### config.mk
export PLATFORM = sky130hd
export DESIGN_NAME = fp_mul_seq
export DESIGN_NICKNAME = d
export VERILOG_FILES = /design/src/rtl/fp_pkg.sv /design/src/rtl/fp_mant_mul.sv /design/src/rtl/fp_mul_seq.sv
export SDC_FILE = /design/constraint.sdc
export NUM_CORES = 1
export LEC_CHECK = 0
export CAP_MARGIN = 20
export CORE_MARGIN = 4
export CORE_UTILIZATION = 64
export CTS_CLUSTER_SIZE = 30
export DETAILED_ROUTE_END_ITERATION = 6
export DONT_BUFFER_PORTS = 1
export PLACE_DENSITY = 0.8
export SYNTH_ARGS = -nofsm -noshare
export SYNTH_HDL_FRONTEND = slang
export SYNTH_HIERARCHICAL = 1
export SYNTH_SLANG_ARGS = --single-unit
### constraint.sdc
create_clock -name clk -period 4.2 [get_ports clk]
set_clock_uncertainty 0.2 [all_clocks]
set_input_delay 0.21 -clock clk [delete_from_list [all_inputs] [get_ports clk]]
set_output_delay 0.21 -clock clk [all_outputs]
set_load 0.01 [all_outputs]
### src/rtl/fp_pkg.sv
// Shared definitions for the sequential floating-point multiplier:
// FSM state encoding, default field widths and canonical special-value fields.
package fp_pkg;

    // Default IEEE single-precision layout
    localparam int FP_EXP_W = 8;
    localparam int FP_MAN_W = 23;

    // Controller states: accept, iterate significands, normalise, pack/round
    typedef enum logic [1:0] {
        ST_IDLE = 2'd0,
        ST_MULT = 2'd1,
        ST_NORM = 2'd2,
        ST_PACK = 2'd3
    } fp_state_t;

    // Canonical quiet NaN is positive with only the fraction MSB set;
    // infinity uses the all-ones exponent with an all-zero fraction.
    localparam logic                QNAN_SIGN     = 1'b0;
    localparam logic [FP_EXP_W-1:0] SPECIAL_EXP   = '1;
    localparam logic [FP_MAN_W-1:0] DEF_QNAN_FRAC = {1'b1, {(FP_MAN_W-1){1'b0}}};
    localparam logic [FP_MAN_W-1:0] DEF_INF_FRAC  = '0;

endpackage

### src/rtl/fp_mant_mul.sv
// Iterative shift-add significand multiplier: one multiplier bit per clock,
// exactly SIG_W iterations after the start cycle, then a one-cycle done pulse.
module fp_mant_mul
    import fp_pkg::*;
#(
    parameter int SIG_W = FP_MAN_W + 1
) (
    input  logic                 clk,
    input  logic                 rst,
    input  logic                 start,
    input  logic [SIG_W-1:0]     mcand,
    input  logic [SIG_W-1:0]     mplier,
    output logic                 busy,
    output logic                 done,
    output logic [2*SIG_W-1:0]   product
);

    localparam int               CNT_W    = $clog2(SIG_W + 1);
    localparam logic [CNT_W-1:0] LAST_CNT = CNT_W'(SIG_W - 1);

    logic [2*SIG_W-1:0] mcand_reg;
    logic [SIG_W-1:0]   mplier_reg;
    logic [2*SIG_W-1:0] prod_reg;
    logic [CNT_W-1:0]   cnt_reg;
    logic               busy_reg;
    logic               done_reg;
    logic [2*SIG_W-1:0] addend;

    // Partial product for this step: the shifted multiplicand gated by the
    // current multiplier LSB
    generate
        for (genvar gi = 0; gi < 2*SIG_W; gi++) begin : g_addend
            assign addend[gi] = mcand_reg[gi] & mplier_reg[0];
        end
    endgenerate

    // Load operands on start, then accumulate one bit per cycle
    always_ff @(posedge clk) begin
        if (rst) begin
            mcand_reg  <= '0;
            mplier_reg <= '0;
            prod_reg   <= '0;
            cnt_reg    <= '0;
            busy_reg   <= 1'b0;
            done_reg   <= 1'b0;
        end else begin
            done_reg <= 1'b0;
            if (!busy_reg && start) begin
                mcand_reg  <= {{SIG_W{1'b0}}, mcand};
                mplier_reg <= mplier;
                prod_reg   <= '0;
                cnt_reg    <= '0;
                busy_reg   <= 1'b1;
            end else if (busy_reg) begin
                prod_reg   <= prod_reg + addend;
                mcand_reg  <= mcand_reg << 1;
                mplier_reg <= mplier_reg >> 1;
                cnt_reg    <= cnt_reg + 1'b1;
                if (cnt_reg == LAST_CNT) begin
                    busy_reg <= 1'b0;
                    done_reg <= 1'b1;
                end
            end
        end
    end

    assign busy    = busy_reg;
    assign done    = done_reg;
    assign product = prod_reg;

endmodule

### src/rtl/fp_mul_seq.sv
// Sequential floating-point multiplier: IDLE -> MULT -> NORM -> PACK -> IDLE.
// Result appears MAN_W+4 clocks after the accepting edge, special cases included.
// Build option: define FP_MUL_ROUND_EN for round-to-nearest-even in PACK;
// without it PACK truncates toward zero.
module fp_mul_seq
    import fp_pkg::*;
#(
    parameter int EXP_W = FP_EXP_W,
    parameter int MAN_W = FP_MAN_W
) (
    input  logic                     clk,
    input  logic                     rst,
    input  logic                     mul_start,
    input  logic [EXP_W+MAN_W:0]     op1,
    input  logic [EXP_W+MAN_W:0]     op2,
    output logic                     mul_busy,
    output logic                     mul_done,
    output logic [EXP_W+MAN_W:0]     mul_result,
    output logic                     mul_overflow,
    output logic                     mul_underflow
);

    localparam int W      = 1 + EXP_W + MAN_W;
    localparam int SIG_W  = MAN_W + 1;
    localparam int PROD_W = 2 * SIG_W;
    localparam int XW     = EXP_W + 2;

    localparam logic [XW-1:0]    BIAS_X    = XW'((1 << (EXP_W - 1)) - 1);
    localparam logic [EXP_W-1:0] EXP_ONES  = '1;
    localparam logic [MAN_W-1:0] QNAN_FRAC = {1'b1, {(MAN_W-1){1'b0}}};

    fp_state_t state_reg, state_next;

    logic [W-1:0]        op_reg [2];
    logic [PROD_W-1:0]   prod_reg;
    logic [2*MAN_W-1:0]  norm_reg;     // fraction bits below the hidden one
    logic [XW-1:0]       exp_reg;
    logic [W-1:0]        mul_result_reg;
    logic                mul_done_reg;
    logic                mul_overflow_reg;
    logic                mul_underflow_reg;

    logic                mant_start;
    logic                mant_busy;
    logic                mant_done;
    logic [PROD_W-1:0]   mant_product;

    // Per-operand field decode of the latched operands
    logic [1:0]          sgn_f;
    logic [EXP_W-1:0]    ex_f   [2];
    logic [1:0]          is_zero;
    logic [1:0]          is_inf;
    logic [1:0]          is_nan;

    generate
        for (genvar gi = 0; gi < 2; gi++) begin : g_field
            assign sgn_f[gi]   = op_reg[gi][W-1];
            assign ex_f[gi]    = op_reg[gi][W-2:MAN_W];
            assign is_zero[gi] = (ex_f[gi] == '0);
            assign is_inf[gi]  = (ex_f[gi] == EXP_ONES) && (op_reg[gi][MAN_W-1:0] == '0);
            assign is_nan[gi]  = (ex_f[gi] == EXP_ONES) && (op_reg[gi][MAN_W-1:0] != '0);
        end
    endgenerate

    // The significand unit latches the raw inputs on the same edge that the
    // controller accepts the request, so its count starts with MULT.
    assign mant_start = (state_reg == ST_IDLE) && mul_start;

    fp_mant_mul #(
        .SIG_W (SIG_W)
    ) u_mant_mul (
        .clk     (clk),
        .rst     (rst),
        .start   (mant_start),
        .mcand   ({(op1[W-2:MAN_W] != '0), op1[MAN_W-1:0]}),
        .mplier  ({(op2[W-2:MAN_W] != '0), op2[MAN_W-1:0]}),
        .busy    (mant_busy),
        .done    (mant_done),
        .product (mant_product)
    );

    // Biased exponent of the unnormalised product; two guard bits keep the sign
    logic [XW-1:0] exp_sum;
    assign exp_sum = {2'b00, ex_f[0]} + {2'b00, ex_f[1]} - BIAS_X;

    // State register
    always_ff @(posedge clk) begin
        if (rst) begin
            state_reg <= ST_IDLE;
        end else begin
            state_reg <= state_next;
        end
    end

    // Next-state logic
    always_comb begin
        state_next = state_reg;
        case (state_reg)
            ST_IDLE: if (mul_start)              state_next = ST_MULT;
            ST_MULT: if (mant_done && !mant_busy) state_next = ST_NORM;
            ST_NORM:                              state_next = ST_PACK;
            ST_PACK:                              state_next = ST_IDLE;
            default:                              state_next = ST_IDLE;
        endcase
    end

    // Moore outputs
    always_comb begin
        mul_busy = (state_reg != ST_IDLE);
    end

    // Round or truncate the normalised fraction into the final field values
    logic [MAN_W-1:0]        frac_t;
    logic [MAN_W-1:0]        frac_r;
    logic signed [XW-1:0]    exp_fin;
    assign frac_t = norm_reg[2*MAN_W-1:MAN_W];

`ifdef FP_MUL_ROUND_EN
    logic guard_bit;
    logic sticky_bit;
    logic round_up;
    logic mant_carry;
    assign guard_bit  = norm_reg[MAN_W-1];
    assign sticky_bit = |norm_reg[MAN_W-2:0];
    assign round_up   = guard_bit & (sticky_bit | frac_t[0]);
    assign {mant_carry, frac_r} = {1'b0, frac_t} + {{MAN_W{1'b0}}, round_up};
    // A carry out of the fraction means 1.11..1 rounded up to 10.0: the
    // fraction is already zero, only the exponent moves.
    assign exp_fin = $signed(exp_reg + {{(XW-1){1'b0}}, mant_carry});
`else
    assign frac_r  = frac_t;
    assign exp_fin = $signed(exp_reg);
`endif

    // Special-case priority and exponent range check for the packed word
    logic [W-1:0] pack_result;
    logic         pack_ovf;
    logic         pack_unf;
    logic         res_sign;
    always_comb begin
        res_sign    = sgn_f[0] ^ sgn_f[1];
        pack_result = '0;
        pack_ovf    = 1'b0;
        pack_unf    = 1'b0;
        if ((|is_nan) || (is_inf[0] && is_zero[1]) || (is_inf[1] && is_zero[0])) begin
            pack_result = {QNAN_SIGN, EXP_ONES, QNAN_FRAC};
        end else if (|is_inf) begin
            pack_result = {res_sign, EXP_ONES, {MAN_W{1'b0}}};
        end else if (|is_zero) begin
            pack_result = {res_sign, {(W-1){1'b0}}};
        end else if (exp_fin >= $signed({2'b00, EXP_ONES})) begin
            pack_result = {res_sign, EXP_ONES, {MAN_W{1'b0}}};
            pack_ovf    = 1'b1;
        end else if (exp_fin <= $signed({XW{1'b0}})) begin
            pack_result = {res_sign, {(W-1){1'b0}}};
            pack_unf    = 1'b1;
        end else begin
            pack_result = {res_sign, exp_fin[EXP_W-1:0], frac_r};
        end
    end

    // Datapath: latch operands, capture product, normalise, publish result
    always_ff @(posedge clk) begin
        if (rst) begin
            op_reg[0]         <= '0;
            op_reg[1]         <= '0;
            prod_reg          <= '0;
            norm_reg          <= '0;
            exp_reg           <= '0;
            mul_result_reg    <= '0;
            mul_done_reg      <= 1'b0;
            mul_overflow_reg  <= 1'b0;
            mul_underflow_reg <= 1'b0;
        end else begin
            mul_done_reg <= 1'b0;
            case (state_reg)
                ST_IDLE: begin
                    if (mul_start) begin
                        op_reg[0] <= op1;
                        op_reg[1] <= op2;
                    end
                end
                ST_MULT: begin
                    if (mant_done) begin
                        prod_reg <= mant_product;
                    end
                end
                ST_NORM: begin
                    // Product lies in [1,4); a set MSB means [2,4). The bit
                    // shifted out is folded into the sticky position.
                    if (prod_reg[PROD_W-1]) begin
                        norm_reg <= {prod_reg[PROD_W-2:2], prod_reg[1] | prod_reg[0]};
                        exp_reg  <= exp_sum + {{(XW-1){1'b0}}, 1'b1};
                    end else begin
                        norm_reg <= prod_reg[2*MAN_W-1:0];
                        exp_reg  <= exp_sum;
                    end
                end
                ST_PACK: begin
                    mul_result_reg    <= pack_result;
                    mul_overflow_reg  <= pack_ovf;
                    mul_underflow_reg <= pack_unf;
                    mul_done_reg      <= 1'b1;
                end
                default: ;
            endcase
        end
    end

    assign mul_done      = mul_done_reg;
    assign mul_result    = mul_result_reg;
    assign mul_overflow  = mul_overflow_reg;
    assign mul_underflow = mul_underflow_reg;

endmodule
# Word level (Yosys, flattened, before mapping)
# Memories as Yosys holds them, arrays and structs flattened.
# Cells that the tools add are included.
op_classes:
  n_addsub: 5
  n_eq_ne: 8
  reduce_logical: 30
  mux: 36
  n_bitwise: 53
  n_lt_le_gt_ge: 2
op_table:
  columns: ["operator", "count"]
  rows:
  - ["2-to-1 mux 31 bit", 4]
  - ["2-to-1 mux 24 bit", 4]
  - ["2-to-1 mux 32 bit", 3]
  - ["adder 48 bit", 1]
  - ["bitwise AND 1 bit", 48]
  - ["zero test 23 bit", 2]
  - ["2-to-1 mux 46 bit", 1]
  - ["nonzero test 23 bit", 2]
  - ["2-to-1 mux 1 bit", 20]
  - ["== test 8 bit, second input constant", 2]
  - ["zero test 8 bit", 2]
  - ["nonzero test 8 bit", 2]
  - ["adder 10 x 1 -> 10 bit, second input constant", 1]
  - [">= comparator 10 x 9 -> 1 bit, second input constant", 1]
  - ["less-or-equal comparator 10 x 1 -> 1 bit, second input constant", 1]
  - ["2-to-1 mux 10 bit", 1]
  - ["subtractor 9 x 7 -> 10 bit, second input constant", 1]
  - ["adder 8 x 8 -> 9 bit", 1]
  - ["logical AND 1 bit", 9]
  - ["one-hot mux 2 bit (4 select lines)", 1]
  - ["OR reduction 2 bit", 4]
  - ["adder 5 x 1 -> 5 bit, second input constant", 1]
  - ["== test 5 bit, second input constant", 1]
  - ["== test 2 bit, second input constant", 2]
  - ["12 further kinds", 19]
word_totals:
  output_inout_bits: 36
  reg_bits: 268
  inputBits: 67
  ram_bits: 64
  n_memories: 1
  elab_cells: 150
mem_list:
  columns: ["memory", "depth", "word_bits", "read_ports", "rd_clocked_by_memory_dff", "wr", "line_no", "text"]
  rows:
  - ["op_reg", 2, 32, 2, 0, 2, "fp_mul_seq.sv:34", "logic [W-1:0] op_reg [2];"]

# Longest topological paths before layout
# An unclocked memory read counts as a cell.
logic_depth:
  depth_word: 7
  ltp_mapped: 14
  ltp_nobuf: 12

# Modules after synthesis
# Netlist, hierarchy kept.
by_module_without_submodules:
  columns: ["module", "n_inst", "area_per_inst_um2", "cells_each"]
  rows:
  - ["fp_mant_mul", 1, 7996.4, 978]
  - ["fp_mul_seq", 1, 6872.8, 653]

# Least setup slack after synthesis
# No wires, ideal clock.
synth_timing:
  path_type: "reg-to-reg"
  start: "register u_mant_mul.mplier_reg[0]"
  end: "register u_mant_mul.prod_reg[22] (netlist: u_mant_mul/product[22])"
  slack_ns: 0.868
  path_buffers: 2
  arrival_ns: 3.009
  period_less_slack_ns: 3.332
  stages_incl_launch_ff: 15
  required_time_ns: 3.877
  cell_sequence: "dfxtp_1 > clkbuf_1 > clkbuf_1 > and2_1 > ha_1 > fa_1 > a21o_2 > a221o_2 > a21oi_4 > o41ai_1 > a211oi_1 > o21bai_1 > a21oi_1 > xor2_1 > o21ai_0"
synth_between:
  elab_chain_cells: 2
synth_rtl:
  columns: ["item", "line_no", "text"]
  rows:
  - ["start, declared", "fp_mant_mul.sv:22", "logic [SIG_W-1:0] mplier_reg;"]
  - ["start signal, assigned", "fp_mant_mul.sv:50", "mplier_reg <= mplier;"]
  - ["start signal, assigned", "fp_mant_mul.sv:57", "mplier_reg <= mplier_reg >> 1;"]
  - ["bitwise AND 1 bit", "fp_mant_mul.sv:33", "assign addend[gi] = mcand_reg[gi] & mplier_reg[0];"]
  - ["adder 48 bit (*)", "fp_mant_mul.sv:55", "prod_reg <= prod_reg + addend;"]
  - ["end signal, assigned", "fp_mant_mul.sv:55", null]
  - ["end, declared", "fp_mant_mul.sv:23", "logic [2*SIG_W-1:0] prod_reg;"]
# Mark *: on every way between the ends. The rest lies on a longest branch, timed or not.
# A chain may end at the register's enable or synchronous reset.

# Worst setup path in the final report
layout_timing:
  start: "register u_mant_mul.mplier_reg[0]"
  end: "register u_mant_mul.prod_reg[47] (netlist: u_mant_mul/product[47])"
# Same word-level chain as after synthesis.

==> results.py <==
metrics = {
    "detailed_routing": {
        "viasPerCell": 6.07,
        "routedWlPerCell_um": 18.8,
        "drt_iter0_drc": 1239,
        "drtAntennaViolNets": 0,
        "drc_errors": 0,
        "vias": 12051,
        "drt_wl_total_mm": 37.2,
        "dr.pass1.iters": 6,
    },
    "sta": {
        "rsz0062_at_grt": "false",
        "maxSlewHeadroom_pct": 46.2,
        "hold_violations": 0,
        "tns_ps": 0,
        "setup_viol": 0,
        "fmax_mhz": 271,
        "slew_viol_final": 0,
        "period_share_pct": 87.9,
        "tightestPinTransition_ps": 807,
        "period_needed_ps": 3690,
    },
    "power_and_ir_drop": {
        "p_per_area_mw_per_mm2": 514,
        "p_leak_uw": 0.00658,
        "ir_drop_mv": 0.352,
        "totalPowerFinal_uw": 8600,
    },
    "clock_network": {
        "cts_tree": "built",
        "clockBufferDepth": 3,
        "cts_setup_buffers": 0,
        "clkTransAtPathRegs_ps": 60,
        "htree_levels": 1,
        "insertion_delay_ps": 580,
        "cts_root_buf": "clkbuf_16",
        "numCtsBuffers": 30,
        "clock_sinks": 286,
        "cts_resized": 0,
    },
    "synth": {
        "syn_area_per_cell_sq_um": 9.12,
        "ys_seq_elements": 286,
        "synth_top_area_share_pct": 29.9,
        "syn-cell-area_sq_mm": 0.0149,
        "yosysSeqAreaShare_pct": 42.8,
        "async_reset_ff_share_pct": 0,
        "yosys_warnings": 6,
        "ys_types": 75,
        "syn_nets": 1769,
        "synth_edf_count": 64,
        "synth.top_cells.by_count": "235 x nor2_1, 222 x dfxtp_1, 139 x a21oi_1",
        "synth_most_common_cell": "nor2_1",
        "synth_flop_cell": "dfxtp_1",
        "ys_top_cells_by_area": "dfxtp_1 30%, edfxtp_1 13%, mux2i_1 8.2%",
        "synth.largest_area_cell": "dfxtp_1",
        "synthCells": 1631,
    },
    "worst_setup_path": {
        "cp.arrival_ps": 3920,
        "critical_path.max_fanout": 27,
        "critPathCaptureType": "register",
        "startpoint_type": "register",
        "path_class": "reg2reg",
        "worstPathRequired_ps": 4430,
    },
    "global_route": {
        "grt_pass1_wl_mm": 59.6,
        "grt_pass1_vias": 11522,
        "antenna_found_initial": 4,
        "grt_overflow": 0,
        "grt_max_degree": 124,
        "grt_usage_pct": 27.5,
    },
    "worst_hold_path": {
        "hold_class": "in2reg",
    },
    "floorplanning": {
        "dieHeight_um": 160,
        "die_w_um": 160,
        "coreArea_sq_mm": 0.0228,
        "start_util_pct": 65.3,
        "rows": 55,
        "num_io_pins": 103,
        "die_area_sq_mm": 0.0257,
    },
    "finish": {
        "area_delta_synth_final_pct": 12.5,
        "largest_reg_flops": 64,
        "fin_nets": 1783,
        "drive_above_1_share_pct": 6.18,
        "multiInputGateArea_sq_mm": 0.00796,
        "regArea_sq_mm": 0.00637,
        "utilization_pct": 73.4,
        "fillers": 1576,
    },
    "placement": {
        "port-buffer-count": 0,
        "place_congestion": 0.930,
        "hpwl_mm": 23.5,
    },
    "outcome": {
        "status": "complete, no violations",
    },
    "job": {
        "drv_cap": 0,
    },
}
## cell type report
cell class              instances  share of cell area [%]
clock inverters                15                    1.29
flip-flops and latches        286                    38.1
clock buffers                  40                    5.02
well taps                     313                    2.34
repair buffers                 85                    5.15
multi-input cells            1221                    47.6
inverters                      21                   0.471
diodes                          3                  0.0449
## worst max-delay path: stages, from the launching register on
cell and delay [ps]:
dfxtp_1 830, buf_4 370, and2_1 180, ha_1 330, a21oi_1 230, o21ai_0 170, a211oi_1 270, nand2_1 100
o21a_1 210, o21ai_0 220, mux2i_1 250, xnor2_1 140, nor2_1 50
## repair_timing
item / in CTS / in global routing
hold endpoints to repair: 226 / 0
endpoints found under the setup margin: 0 / 0
hold buffers: 72 / 0
## power breakdown
group          internal [uW]  switching [uW]  leakage [uW]
registers               3280             335       0.00249
clock network           1660            1150      0.000508
logic                    873            1290       0.00359
total                   5820            2780       0.00658
## routing by layer
| metal | GRT usage, % | routed length (um) | vias to the layer above |
|---|---|---|---|
| li1 | - | - | 5799 |
| met3 | 4.57 | 2410 | 79 |
| met1 | 38.5 | 16300 | 5722 |
| met5 | 0 | 0 | - |
| met4 | 8.88 | 1080 | 0 |
| met2 | 43.9 | 17500 | 451 |
## path summary, 6_finish.rpt
path / from / end / slack (ps) / cells after the start
setup / recovery: u_mant_mul/mplier_reg[0] / u_mant_mul/product[47] / 510 / 12
hold / removal: rst / u_mant_mul/cnt_reg[3] / 30 / 2
setup reg to reg: u_mant_mul/mplier_reg[0] / u_mant_mul/product[47] / 510 / 12
hold reg to reg: prod_reg[46] / prod_reg[46] / 270 / 2
## cell families after synthesis
family	count (synthesis)	synth area share (%)
compound gates	361	15.6
mux	122	8.21
xor+xnor	60	3.53
buf+inv	124	3.80
fa+ha+maj	71	6.08
simple gates	607	19.9
flops	286	42.8
## through the flow
stage / std cells / setup slack [ps] / hold WS [ps] / area [sq um]
global route: 1984 / 206 / 47.6 / 16700
CTS: 1979 / 556 / 16.3 / 16700
floorplan: 1631 / 868 / 112 / 14900
detailed placement: 1852 / 546 / 96.4 / 14900
finish: 1984 / 508 / 26.5 / 16700
global placement: 1852 / 671 / 92.6 / 14900
## cell usage in the layout, fill, tap and decap left out, types with 6 or more instances in the layout
cell type      instances
nor2b_1                7
nand3_1                8
dlygate4sd3_1         71
o21ai_0               57
nor4_1                17
nor2_1               235
o211ai_1               9
nand4_1               24
clkbuf_16             31
xnor2_1               30
xor2_1                30
or2_2                 10
and3_1                 8
nor3_1                10
a31oi_1               11
a22o_1                22
inv_1                 21
and2_1               119
nand2_1              123
ha_1                  68
o21a_1                 6
clkbuf_1               6
dfxtp_1              221
edfxtp_1              64
a21oi_1              139
nand2b_1               7
nor3b_1                6
mux2i_1              122
a21o_1                27
buf_4                 11
a211oi_1              44
No activity file was read; power rests on OpenSTA's default activity.
